===== src/rtl/display_timing_gen.sv =====
// VGA-style raster timing generator: pixel-rate divider, h/v scan counters, and a
// one-pixel output stage that keeps colour and syncs aligned at the DAC pins.
module display_timing_gen #(
   parameter int DIV     = 4,
   parameter int H_TOTAL = 800,
   parameter int H_SYNC  = 96,
   parameter int H_START = 144,
   parameter int H_END   = 783,
   parameter int V_TOTAL = 525,
   parameter int V_SYNC  = 2,
   parameter int V_START = 35,
   parameter int V_END   = 514
) (
   input  logic        clk,
   input  logic        rst_n,
   input  logic [11:0] rgb,
   output logic [9:0]  hCount,
   output logic [9:0]  vCount,
   output logic        bright,
   output logic        pix_en,
   output logic        frame_tick,
   output logic        hSync,
   output logic        vSync,
   output logic [3:0]  vga_r,
   output logic [3:0]  vga_g,
   output logic [3:0]  vga_b
);

   localparam int            DW       = (DIV > 1) ? $clog2(DIV) : 1;
   localparam logic [DW-1:0] DIV_LAST = DW'(DIV - 1);
   localparam logic [9:0]    H_LAST   = 10'(H_TOTAL - 1);
   localparam logic [9:0]    V_LAST   = 10'(V_TOTAL - 1);
   localparam logic [9:0]    H_SYNC_C = 10'(H_SYNC);
   localparam logic [9:0]    V_SYNC_C = 10'(V_SYNC);
   localparam logic [9:0]    H_BEG_C  = 10'(H_START);
   localparam logic [9:0]    H_END_C  = 10'(H_END);
   localparam logic [9:0]    V_BEG_C  = 10'(V_START);
   localparam logic [9:0]    V_END_C  = 10'(V_END);

   logic [DW-1:0] div_cnt;
   logic          h_last;
   logic          v_last;

   assign pix_en     = (div_cnt == DIV_LAST);
   assign h_last     = (hCount == H_LAST);
   assign v_last     = (vCount == V_LAST);
   assign frame_tick = pix_en & h_last & v_last;
   assign bright     = (hCount >= H_BEG_C) && (hCount <= H_END_C) &&
                       (vCount >= V_BEG_C) && (vCount <= V_END_C);

   // NOTE: sequential state uses <= so every register samples pre-edge values.
   always_ff @(posedge clk or negedge rst_n) begin
      if (!rst_n) begin
         div_cnt <= '0;
      end else if (pix_en) begin
         div_cnt <= '0;
      end else begin
         div_cnt <= div_cnt + 1'b1;
      end
   end

   always_ff @(posedge clk or negedge rst_n) begin
      if (!rst_n) begin
         hCount <= '0;
         vCount <= '0;
      end else if (pix_en) begin
         if (h_last) begin
            hCount <= '0;
            vCount <= v_last ? 10'd0 : vCount + 10'd1;
         end else begin
            hCount <= hCount + 10'd1;
         end
      end
   end

   // Output stage samples the current pixel, so everything at the pins lags the
   // counters by one pixel period while staying mutually aligned.
   always_ff @(posedge clk or negedge rst_n) begin
      if (!rst_n) begin
         hSync <= 1'b1;
         vSync <= 1'b1;
         vga_r <= '0;
         vga_g <= '0;
         vga_b <= '0;
      end else if (pix_en) begin
         hSync                 <= ~(hCount < H_SYNC_C);
         vSync                 <= ~(vCount < V_SYNC_C);
         {vga_r, vga_g, vga_b} <= bright ? rgb : 12'h000;
      end
   end

endmodule


===== config.mk =====
export PLATFORM = sky130hd
export DESIGN_NAME = display_timing_gen
export DESIGN_NICKNAME = d
export VERILOG_FILES = /design/src/rtl/display_timing_gen.sv
export SDC_FILE = /design/constraint.sdc
export NUM_CORES = 1
export LEC_CHECK = 0
export CAP_MARGIN = 0
export CELL_PAD_IN_SITES_DETAIL_PLACEMENT = 0
export CELL_PAD_IN_SITES_GLOBAL_PLACEMENT = 2
export CORE_ASPECT_RATIO = 1.2
export CORE_UTILIZATION = 26
export DETAILED_ROUTE_END_ITERATION = 7
export PLACE_DENSITY_LB_ADDON = 0.2
export SYNTH_ARGS = -nofsm -noshare
export SYNTH_HDL_FRONTEND = slang
export SYNTH_SLANG_ARGS = --single-unit

===== constraint.sdc =====
create_clock -name clk -period 2.1 [get_ports clk]
set_clock_uncertainty 0.1 [all_clocks]
set_input_delay 0.42 -clock clk [delete_from_list [all_inputs] [get_ports clk]]
set_output_delay 0.42 -clock clk [all_outputs]
set_load 0.01 [all_outputs]

; Yosys cells after proc, flatten, opt, wreduce, memory -nomap -nowiden
; Index checks and enable logic that the tools add are counted.
[word_totals]
inputBits = 14
regBits = 36
output_inout_bits = 37
[classes]
bitwise = 4
n_eq_ne = 3
add_sub_neg = 3
magnitude_cmp = 6
mux = 4
n_reduce_logical = 4
[ops]
columns = cell, count
row1 = 10-bit by 1-bit adder with 10-bit output (second input constant), 2
row2 = 10-bit == test (second input constant), 2
row3 = 10-bit <= comparator (second input constant), 2
row4 = 10-bit 2-to-1 mux, 2
row5 = 12-bit 2-to-1 mux, 1
row6 = 10-bit by 6-bit greater-or-equal comparator with 1-bit output (second input constant), 1
row7 = 10-bit by 8-bit greater-or-equal comparator with 1-bit output (second input constant), 1
row8 = 10-bit by 2-bit < comparator with 1-bit output (second input constant), 1
row9 = 10-bit by 7-bit < comparator with 1-bit output (second input constant), 1
row10 = 1-bit logical AND, 3
row11 = 2-bit by 1-bit adder with 2-bit output (second input constant), 1
row12 = 1-bit AND, 2
row13 = 2-bit == test (second input constant), 1
row14 = 2-bit 2-to-1 mux, 1
row15 = 1-bit NOT, 2
row16 = 2-bit AND reduction, 1

; Depth between registers and ports, before layout
; Gate-level depths: netlist of run 1.
[depth]
depth_word = 5
ltp_mapped = 7

; Worst setup path before layout of run 1
; No wires, ideal clock.
[synth_timing]
path_type = flip-flop to output port
from = register vCount[6]
to = output port frame_tick
n_path_buf = 0
path_stages_with_launch = 4
t_arrival_ns = 1.814
slack_ns = -0.234
cell_sequence = dfrtp_1 -> or4_4 -> or4_1 -> nor2_1
[synth_between]
elab_chain_len = 2
[synth_lines]
columns = item, line
row1 = "start, declared", 18  ; output logic [9:0] vCount,
row2 = "start signal, assigned", 69  ; vCount <= v_last ? 10'd0 : vCount + 10'd1;
row3 = 10-bit == test, 46  ; assign v_last = (vCount == V_LAST);
row4 = 1-bit AND, 47  ; assign frame_tick = pix_en & h_last & v_last;
row5 = "end, declared", 21  ; output logic frame_tick,
; No other way between the ends.

; Worst setup path after layout of run 1
[layout_timing]
from = register vCount[7]
to = output port bright
[layout_between]
elab_chain_len = 3
elab_cells_between_ends = 4
classes_between = 2 x order compare / 2 x reduce/logical
[layout_lines]
columns = item, line
row1 = 10-bit by 6-bit greater-or-equal comparator with 1-bit output, 49  ; (vCount >= V_BEG_C) && (vCount <= V_END_C);
row2 = 1-bit logical AND, 48  ; assign bright = (hCount >= H_BEG_C) && (hCount <= H_END_C) &&
row3 = 1-bit logical AND (*), 49
row4 = "end, declared", 19  ; output logic bright,
; Every way passes the cells marked *; elsewhere a longest branch is shown, timed or not.

==> results of run 1 <==
flip-flops by register name (all words and copies together) (netlist names):
signal and cells:
div_cnt 2, hCount 10, hSync 1, vCount 10
vSync 1, vga_b 4, vga_g 4, vga_r 4
where the power goes:
group	internal, mW	leakage [nW]	switching, mW	total [mW]
registers	0.693	0.478	0	0.693
logic	0.0224	0.769	0.0186	0.0410
clock network	0.300	0.0515	0.251	0.551
total	1.02	1.30	0.270	1.28
layout by cell type, fill, tap and decap left out, drive strengths merged, types with 3 or more instances in the layout:
master / n
xnor2: 8
o21ai: 5
nand4: 8
nand3: 9
nor3: 4
buf: 47
clkbuf: 9
inv: 6
xor2: 6
nand2: 10
ha: 6
nor2: 15
a31o: 12
nor4: 6
or4: 3
clkdlybuf4s50: 46
dfrtp: 34
nor2b: 12
layer usage:
layer  wire length [um]  part of all wire, %
met3                207                  4.2
met4                 44                 0.89
met2               2440                   49
met5                  0                    0
met1               2250                   45
per-stage QoR:
stage	total power [mW]	hold WS [ns]	TNS [ns]	instances
2_1_floorplan	0.707	0.0244	-0.292	173
3_3_place_gp	0.747	0.311	-1.05	341
3_5_place_dp	0.749	0.323	-1.10	341
4_1_cts	1.31	0.00989	-0.896	349
5_1_grt	1.34	0.0115	-1.83	351
6_report	1.28	-0.0118	-0.757	351
logic make-up (layout without fill, tap and decap cells):
| kind of cell | after synthesis | after routing | synth area share, % |
|---|---|---|---|
| AOI/OAI and AO/OA | 25 | 25 | 10.9 |
| muxes | 2 | 2 | 1.12 |
| and+or+nand+nor | 74 | 74 | 22.5 |
| adders and majority gates | 6 | 6 | 4.21 |
| xor gates and xnor gates | 14 | 14 | 6.88 |
| buffers and inverters | 16 | 109 | 3.79 |
| DFF | 36 | 36 | 50.7 |
path summary, 6_finish.rpt:
path                                  from          to  slack [ns]  cells past startpoint
max in group asynchronous            rst_n       hSync        1.30                      2
min in group clk                div_cnt[0]  div_cnt[0]        0.33                      1
worst min register to register  div_cnt[0]  div_cnt[0]        0.33                      1
worst min-delay path                 rst_n   vCount[3]       -0.01                      1
worst max-delay path             vCount[7]      bright       -0.39                      4
worst max register to register   vCount[7]    vga_g[3]       -0.01                      6
timing repair:
action	CTS	global route
gates resized for setup	11	8
pin swaps	2	15
endpoints found under the setup margin	5	18
setup buffers	0	1
cloned	0	1
hold buffers	0	0
area by class of cell:
cell class              instances  area, sq um
inverters                       6         22.5
repair buffers                 95          861
multi-input cells             121          853
fillers                       624         3680
flip-flops and latches         36          906
well taps                      85          106
clock buffers                   8          100
worst register-to-register path: stages (launching register included):
cell and delay [ns]:
sky130_fd_sc_hd__dfrtp_2 0.41, sky130_fd_sc_hd__or4_4 0.53, sky130_fd_sc_hd__a211o_1 0.26, sky130_fd_sc_hd__a221oi_2 0.30, sky130_fd_sc_hd__buf_4 0.19, sky130_fd_sc_hd__clkbuf_16 0.14
sky130_fd_sc_hd__a31o_4 0.13
==> report_table.html, run 1 <==
<table>
<tr><th>Metric</th><th>Value</th></tr>
<tr><th colspan="2">Yosys</th></tr>
<tr><td>Post-synthesis cell area</td><td>1780 sq um</td></tr>
<tr><td>Primary flip-flop cell chosen by synthesis mapping</td><td>sky130_fd_sc_hd__dfrtp_1</td></tr>
<tr><td>Post-synth cell types</td><td>34</td></tr>
<tr><td>Area share of the leading cell type in the synthesized netlist</td><td>47.7%</td></tr>
<tr><td>Ranking of synthesized cells by area</td><td>sky130_fd_sc_hd__dfrtp_1, sky130_fd_sc_hd__a31o_1, sky130_fd_sc_hd__ha_1</td></tr>
<tr><td>Gate count after technology mapping</td><td>173</td></tr>
<tr><td>Synth cell count leaders</td><td>sky130_fd_sc_hd__dfrtp_1, sky130_fd_sc_hd__nor2_1, sky130_fd_sc_hd__nor2b_1</td></tr>
<tr><td>Synthesized net count</td><td>193</td></tr>
<tr><td>Register bit total from synthesis</td><td>36</td></tr>
<tr><td>Post-synth top area cell</td><td>sky130_fd_sc_hd__dfrtp_1</td></tr>
<tr><td>Synthesis warning total</td><td>0</td></tr>
<tr><td>Mean instance size in the synthesized netlist</td><td>10.3 sq um</td></tr>
<tr><td>Most instantiated library cell after synthesis</td><td>sky130_fd_sc_hd__dfrtp_1</td></tr>
<tr><td>Async S/R FF share, synth</td><td>100%</td></tr>
<tr><td>Number of enable flip-flop cells after synthesis</td><td>0</td></tr>
<tr><td>Share of the yosys chip area belonging to registers</td><td>50.7%</td></tr>
<tr><th colspan="2">Floorplan</th></tr>
<tr><td>Floorplan die width</td><td>77.6 um</td></tr>
<tr><td>Starting density of the core</td><td>27.3%</td></tr>
<tr><td>Overall die height</td><td>92.7 um</td></tr>
<tr><td>Floorplan die area</td><td>7190 sq um</td></tr>
<tr><td>Core Footprint</td><td>6530 sq um</td></tr>
<tr><td>Number of placement rows</td><td>32</td></tr>
<tr><td>I/O Pins</td><td>51</td></tr>
<tr><th colspan="2">Route</th></tr>
<tr><td>Via count of the routed design</td><td>1655</td></tr>
<tr><td>Remaining number of nets flagged by the antenna check after routing</td><td>0</td></tr>
<tr><td>Routed WL</td><td>4.94 mm</td></tr>
<tr><td>Detailed-route vias per instance</td><td>4.72</td></tr>
<tr><td>1st-pass router iterations</td><td>4</td></tr>
<tr><td>DRC Markers</td><td>0</td></tr>
<tr><td>Initial drt markers</td><td>73</td></tr>
<tr><td>Average detailed-routed wire length per instance</td><td>14.1 um</td></tr>
<tr><th colspan="2">Timing</th></tr>
<tr><td>Rel. slew slack</td><td>66.9%</td></tr>
<tr><td>Final Slew Violations</td><td>0</td></tr>
<tr><td>Hold WS</td><td>-0.0118 ns</td></tr>
<tr><td>Final number of hold-violating endpoints</td><td>17</td></tr>
<tr><td>Maximum achievable frequency</td><td>401 MHz</td></tr>
<tr><td>Final number of setup-violating endpoints</td><td>9</td></tr>
<tr><td>Final critical path time including I/O delays and setup</td><td>2.49 ns</td></tr>
<tr><td>Crit share post-route</td><td>119%</td></tr>
<tr><td>Setup repair after global routing missed its margin</td><td>yes</td></tr>
<tr><td>Worst Tran Pin Value</td><td>0.497 ns</td></tr>
<tr><td>Fin worst setup slack</td><td>-0.391 ns</td></tr>
<tr><th colspan="2">Placed design</th></tr>
<tr><td>Routability cong.</td><td>0.763</td></tr>
<tr><td>Total cell area at the placement stage</td><td>2670 sq um</td></tr>
<tr><td>DP Wirelength</td><td>3.71 mm</td></tr>
<tr><td>Worst-case setup slack after placement</td><td>-0.571 ns</td></tr>
<tr><td>Quantity of I/O buffers inserted on ports</td><td>50</td></tr>
<tr><th colspan="2">Global routing</th></tr>
<tr><td>Via count of the first global-routing pass</td><td>1678</td></tr>
<tr><td>Maximum number of pins on one net before global-route repair</td><td>28</td></tr>
<tr><td>Most crowded layer after global routing</td><td>met2</td></tr>
<tr><td>GR Util met3</td><td>3.65%</td></tr>
<tr><td>GR Util met1</td><td>17.5%</td></tr>
<tr><td>Wire length of the first global-routing pass</td><td>8.07 mm</td></tr>
<tr><td>Antenna violations before repair</td><td>0</td></tr>
<tr><td>GR Util met2</td><td>24.7%</td></tr>
<tr><td>Residual overflow from global routing</td><td>0</td></tr>
<tr><td>All-Layer GR Usage</td><td>14.4%</td></tr>
<tr><th colspan="2">Layout</th></tr>
<tr><td>Total inserted antenna cells</td><td>0</td></tr>
<tr><td>Final-stage net count</td><td>285</td></tr>
<tr><td>Design Area, Final</td><td>2850 sq um</td></tr>
<tr><td>Post-route core utilization</td><td>43.7%</td></tr>
<tr><td>Area added between synthesis and finish</td><td>59.8%</td></tr>
<tr><td>Fraction of final layout cells sized beyond drive strength 1</td><td>25.9%</td></tr>
<tr><th colspan="2">Hold path</th></tr>
<tr><td>HP Class</td><td>in -&gt; async</td></tr>
<tr><th colspan="2">Critical path</th></tr>
<tr><td>Critical Path RT</td><td>1.58 ns</td></tr>
<tr><td>Cell at the slowest stage of the critical path</td><td>sky130_fd_sc_hd__or4_4</td></tr>
<tr><td>Endpoint type of the worst setup path</td><td>output pin</td></tr>
<tr><td>Worst setup path class</td><td>reg -&gt; out</td></tr>
<tr><td>Max stage delay on crit path</td><td>0.53 ns</td></tr>
<tr><td>Data arrival time of the worst path</td><td>1.97 ns</td></tr>
<tr><td>Crit-path leading delay family</td><td>compound AO/OA/AOI/OAI gates</td></tr>
<tr><td>Maximum fanout along the worst path</td><td>3</td></tr>
<tr><td>Critical-path cell list</td><td>or4_4 &gt; a211o_1 &gt; a221oi_2 &gt; buf_2</td></tr>
<tr><td>Number of buffers and inverters on the critical path</td><td>1</td></tr>
<tr><td>Launching element type of the critical path</td><td>flip-flop</td></tr>
<tr><th colspan="2">Power and ir drop</th></tr>
<tr><td>Max IR drop VDD</td><td>0.254 mV</td></tr>
<tr><td>Total power density per cell area</td><td>451 nW/um^2</td></tr>
<tr><td>Static power due to leakage</td><td>1.30 nW</td></tr>
<tr><th colspan="2">Outcome</th></tr>
<tr><td>Violations in the final reports</td><td>hold timing, setup timing</td></tr>
<tr><td>Result of the run</td><td>complete, but fails checks</td></tr>
<tr><th colspan="2">Clock network</th></tr>
<tr><td>Clock Root Buffer</td><td>sky130_fd_sc_hd__clkbuf_8</td></tr>
<tr><td>Max Buffers Root-to-Sink</td><td>2</td></tr>
<tr><td>Number of clock sinks seen by CTS</td><td>36</td></tr>
<tr><td>CTS tree</td><td>built</td></tr>
<tr><td>Num CTS Buffers</td><td>5</td></tr>
<tr><td>Clock-pin slew reported for the worst setup and hold paths after clock tree synthesis</td><td>0.07 ns</td></tr>
<tr><td>Clock insertion delay at the later pin of the skew report</td><td>0.28 ns</td></tr>
<tr><td>H-tree levels</td><td>2</td></tr>
<tr><th colspan="2">Run</th></tr>
<tr><td>Number of max-cap violations</td><td>0</td></tr>
</table>
Power figures use the tool's default switching activity.
==> run 2, diff against run 1 <==
--- a/config.mk
+++ b/config.mk
@@ -9,9 +9,11 @@
 export CELL_PAD_IN_SITES_DETAIL_PLACEMENT = 0
 export CELL_PAD_IN_SITES_GLOBAL_PLACEMENT = 2
 export CORE_ASPECT_RATIO = 1.2
-export CORE_UTILIZATION = 26
+export CORE_UTILIZATION = 27
+export CTS_BUF_LIST = sky130_fd_sc_hd__clkbuf_4
 export DETAILED_ROUTE_END_ITERATION = 7
 export PLACE_DENSITY_LB_ADDON = 0.2
+export SLEW_MARGIN = 5
 export SYNTH_ARGS = -nofsm -noshare
 export SYNTH_HDL_FRONTEND = slang
 export SYNTH_SLANG_ARGS = --single-unit
==> report_table.html, run 2 (synthesis results as in run 1) <==
<table>
<tr><th>Metric</th><th>Value</th></tr>
<tr><th colspan="2">Power and ir drop</th></tr>
<tr><td>Share of power burned in combinational logic</td><td>4.0% (+0.8 points)</td></tr>
<tr><td>Net switching power</td><td>250 uW (-7.3%)</td></tr>
<tr><td>Switching share of total power</td><td>22.9% (+1.9 points)</td></tr>
<tr><td>Cell internal power dissipation</td><td>841 uW (-17%)</td></tr>
<tr><td>Share of total power in the clock network</td><td>32.5% (-10 points)</td></tr>
<tr><td>Total power density per cell area</td><td>385 nW/um^2 (-15%)</td></tr>
<tr><td>Overall power of the completed layout</td><td>1.09 mW (-15%)</td></tr>
<tr><td>Static power due to leakage</td><td>1.30 nW (+0.49%)</td></tr>
<tr><td>Share of power burned in registers</td><td>63.5% (+9.6 points)</td></tr>
<tr><td>Max IR drop VDD</td><td>0.269 mV (+6.1%)</td></tr>
<tr><th colspan="2">Floorplan</th></tr>
<tr><td>Starting density of the core</td><td>27.8% (+0.51 points)</td></tr>
<tr><td>I/O Pins</td><td>51 (unchanged)</td></tr>
<tr><td>Number of placement rows</td><td>32 (unchanged)</td></tr>
<tr><td>Floorplan die area</td><td>6930 sq um (-3.6%)</td></tr>
<tr><td>Overall die height</td><td>91.0 um (-1.8%)</td></tr>
<tr><td>Floorplan die width</td><td>76.2 um (-1.8%)</td></tr>
<tr><td>Core Footprint</td><td>6410 sq um (-1.8%)</td></tr>
<tr><th colspan="2">Layout</th></tr>
<tr><td>Commonest cells after routing, fill and taps aside</td><td>sky130_fd_sc_hd__buf_4, sky130_fd_sc_hd__clkdlybuf4s50_1, sky130_fd_sc_hd__dfrtp_1</td></tr>
<tr><td>Post-route core utilization</td><td>44.2% (+0.56 points)</td></tr>
<tr><td>Most frequent standard cell in the layout excluding fill and tap cells</td><td>sky130_fd_sc_hd__buf_4</td></tr>
<tr><td>Area added between synthesis and finish</td><td>58.9%</td></tr>
<tr><td>Top Registers</td><td>hCount: 10 flops, vCount: 10 flops</td></tr>
<tr><td>Final-stage net count</td><td>290 (+1.8%)</td></tr>
<tr><td>Fraction of final layout cells sized beyond drive strength 1</td><td>26.9% (+1.0 points)</td></tr>
<tr><td>Layout Cells excl Fill</td><td>356 (+1.4%)</td></tr>
<tr><td>Total inserted antenna cells</td><td>0 (unchanged)</td></tr>
<tr><th colspan="2">Placed design</th></tr>
<tr><td>Cell Count Post-Placement</td><td>343 (+0.59%)</td></tr>
<tr><td>DP Wirelength</td><td>3.51 mm (-5.5%)</td></tr>
<tr><td>Routability cong.</td><td>0.764 (+0.16%)</td></tr>
<tr><td>Quantity of I/O buffers inserted on ports</td><td>50 (unchanged)</td></tr>
<tr><th colspan="2">Clock network</th></tr>
<tr><td>CTS tree</td><td>built</td></tr>
<tr><td>Clock insertion delay at the later pin of the skew report</td><td>0.34 ns (+0.06 ns)</td></tr>
<tr><td>Num CTS Buffers</td><td>5 (unchanged)</td></tr>
<tr><td>Max Buffers Root-to-Sink</td><td>2 (unchanged)</td></tr>
<tr><td>Number of clock sinks seen by CTS</td><td>36 (unchanged)</td></tr>
<tr><td>Clock Root Buffer</td><td>sky130_fd_sc_hd__clkbuf_4</td></tr>
<tr><td>H-tree levels</td><td>2 (unchanged)</td></tr>
<tr><td>Clock-pin slew reported for the worst setup and hold paths after clock tree synthesis</td><td>0.11 ns (+0.04 ns)</td></tr>
<tr><th colspan="2">Run</th></tr>
<tr><td>Number of max-cap violations</td><td>0 (unchanged)</td></tr>
<tr><th colspan="2">Critical path</th></tr>
<tr><td>Critical R2R Launch</td><td>vCount[8]</td></tr>
<tr><td>Depth of the worst register-to-register path</td><td>6 (unchanged)</td></tr>
<tr><td>Worst setup path class</td><td>reg -&gt; out</td></tr>
<tr><td>Data arrival time of the worst path</td><td>2.07 ns (+0.10 ns)</td></tr>
<tr><td>Worst reg2reg endpoint</td><td>vga_b[1]</td></tr>
<tr><td>Maximum fanout along the worst path</td><td>3 (unchanged)</td></tr>
<tr><td>Critical Path RT</td><td>1.58 ns (about the same)</td></tr>
<tr><td>Endpoint type of the worst setup path</td><td>output pin</td></tr>
<tr><td>Flop2flop setup slack</td><td>-0.06 ns (-0.05 ns)</td></tr>
<tr><td>Launching element type of the critical path</td><td>flip-flop</td></tr>
<tr><th colspan="2">Timing</th></tr>
<tr><td>Maximum achievable frequency</td><td>385 MHz (-4.0%)</td></tr>
<tr><td>Hold WS</td><td>0.330 ns (+0.342 ns)</td></tr>
<tr><td>Final critical path time including I/O delays and setup</td><td>2.59 ns (+0.103 ns)</td></tr>
<tr><td>Setup repair after global routing missed its margin</td><td>yes</td></tr>
<tr><td>Final number of setup-violating endpoints</td><td>14 (+5)</td></tr>
<tr><td>Fin worst setup slack</td><td>-0.495 ns (-0.103 ns)</td></tr>
<tr><td>Worst Tran Pin Value</td><td>0.501 ns (+0.00408 ns)</td></tr>
<tr><td>Final number of hold-violating endpoints</td><td>0 (-17)</td></tr>
<tr><td>Rel. slew slack</td><td>66.3% (-0.58 points)</td></tr>
<tr><td>Final Slew Violations</td><td>0 (unchanged)</td></tr>
<tr><td>Crit share post-route</td><td>124% (+4.9 points)</td></tr>
<tr><th colspan="2">Route</th></tr>
<tr><td>1st-pass router iterations</td><td>4 (unchanged)</td></tr>
<tr><td>Detailed-route vias per instance</td><td>4.64 (-1.6%)</td></tr>
<tr><td>Routed WL</td><td>4.82 mm (-2.6%)</td></tr>
<tr><td>Remaining number of nets flagged by the antenna check after routing</td><td>0 (unchanged)</td></tr>
<tr><td>Average detailed-routed wire length per instance</td><td>13.5 um (-4.0%)</td></tr>
<tr><td>DRC Markers</td><td>0 (unchanged)</td></tr>
<tr><td>Initial drt markers</td><td>51 (-30%)</td></tr>
<tr><td>Via count of the routed design</td><td>1652 (-0.18%)</td></tr>
<tr><th colspan="2">Global routing</th></tr>
<tr><td>Wire length of the first global-routing pass</td><td>7.69 mm (-4.8%)</td></tr>
<tr><td>Via count of the first global-routing pass</td><td>1611 (-4.0%)</td></tr>
<tr><td>All-Layer GR Usage</td><td>14.2% (-0.22 points)</td></tr>
<tr><td>Maximum number of pins on one net before global-route repair</td><td>37 (+32%)</td></tr>
<tr><td>Residual overflow from global routing</td><td>0 (unchanged)</td></tr>
<tr><td>Antenna violations before repair</td><td>0 (unchanged)</td></tr>
<tr><th colspan="2">Hold path</th></tr>
<tr><td>Hold path startpoint</td><td>div_cnt[0]</td></tr>
<tr><td>WHS Path Cells</td><td>1</td></tr>
<tr><td>HP Class</td><td>reg -&gt; reg</td></tr>
<tr><td>Hold Path Sink</td><td>div_cnt[0]</td></tr>
<tr><th colspan="2">Outcome</th></tr>
<tr><td>Violations in the final reports</td><td>setup timing</td></tr>
<tr><td>Result of the run</td><td>complete, but fails checks</td></tr>
</table>
==> run 2: changes by cell type in the layout (fill, tap and decap cells not counted), sizes merged <==
cell,previous run,this run
dlygate4sd3,0,1
clkinv,0,3
clkbuf,9,7
dlygate4sd2,0,1
clkdlybuf4s50,46,45
buf,47,50
==> run 2: worst max-delay path: stages, from the launching register on <==
cell and delay [ns]:
sky130_fd_sc_hd__dfrtp_1 0.39, sky130_fd_sc_hd__or4_4 0.55, sky130_fd_sc_hd__a211o_1 0.29, sky130_fd_sc_hd__a221oi_4 0.32, sky130_fd_sc_hd__buf_2 0.19
==> run 2: power by group through the flow <==
stage          sequential [mW]  combinational [mW]  clock (mW)
2_1_floorplan            0.707            0.000277           0
3_3_place_gp             0.706              0.0419           0
3_5_place_dp             0.706              0.0433           0
4_1_cts                  0.693              0.0449       0.376
5_1_grt                  0.693              0.0484       0.408
6_report                 0.693              0.0432       0.355
==> run 2: routing by layer <==
metal  global-route usage (%)  wire [um]  up-vias  share of wire, %
met5                        0          0        -                 0
met3                     4.12        218        7               4.5
met1                     17.5       2110      787                44
met2                     24.1       2420       46                50
met4                     3.85         68        0               1.4
li1                         -          -      812                 -
==> run 2: stage by stage <==
step	cell area, sq um	TNS (ns)	worst slack [ns]
2_1_floorplan	1790	-0.292	-0.153
5_1_grt	2830	-2.62	-0.610
3_3_place_gp	2700	-1.08	-0.553
6_report	2830	-1.43	-0.495
4_1_cts	2760	-1.42	-0.551
3_5_place_dp	2700	-1.13	-0.555
==> run 2: how the worst max path moves through the flow <==
| stage | from | slack, ns | end | cells after the start |
|---|---|---|---|---|
| after floorplan | vCount[8] | -0.15 | bright | 4 |
| after CTS | vCount[8] | -0.55 | bright | 4 |
| final | vCount[8] | -0.49 | bright | 4 |
| after detailed placement | vCount[8] | -0.55 | frame_tick | 4 |
| after global routing | vCount[8] | -0.61 | bright | 4 |
| after global placement | vCount[7] | -0.55 | bright | 4 |
==> run 2: repair_timing <==
item	4_1_cts	5_1_grt
setup endpoints to repair	16	19
hold buffers	1	0
cloned	0	1
hold endpoints to repair	34	0
gates resized for setup	12	6
pin swaps	11	3
setup buffers	0	3
==> run 2: area by class of cell <==
cell class / count / area (sq um)
fillers: 644 / 3570
repair buffers: 100 / 908
flip-flops and latches: 36 / 906
multi-input cells: 121 / 838
well taps: 85 / 106
clock buffers: 5 / 37.5
inverters: 6 / 22.5
clock inverters: 3 / 13.8
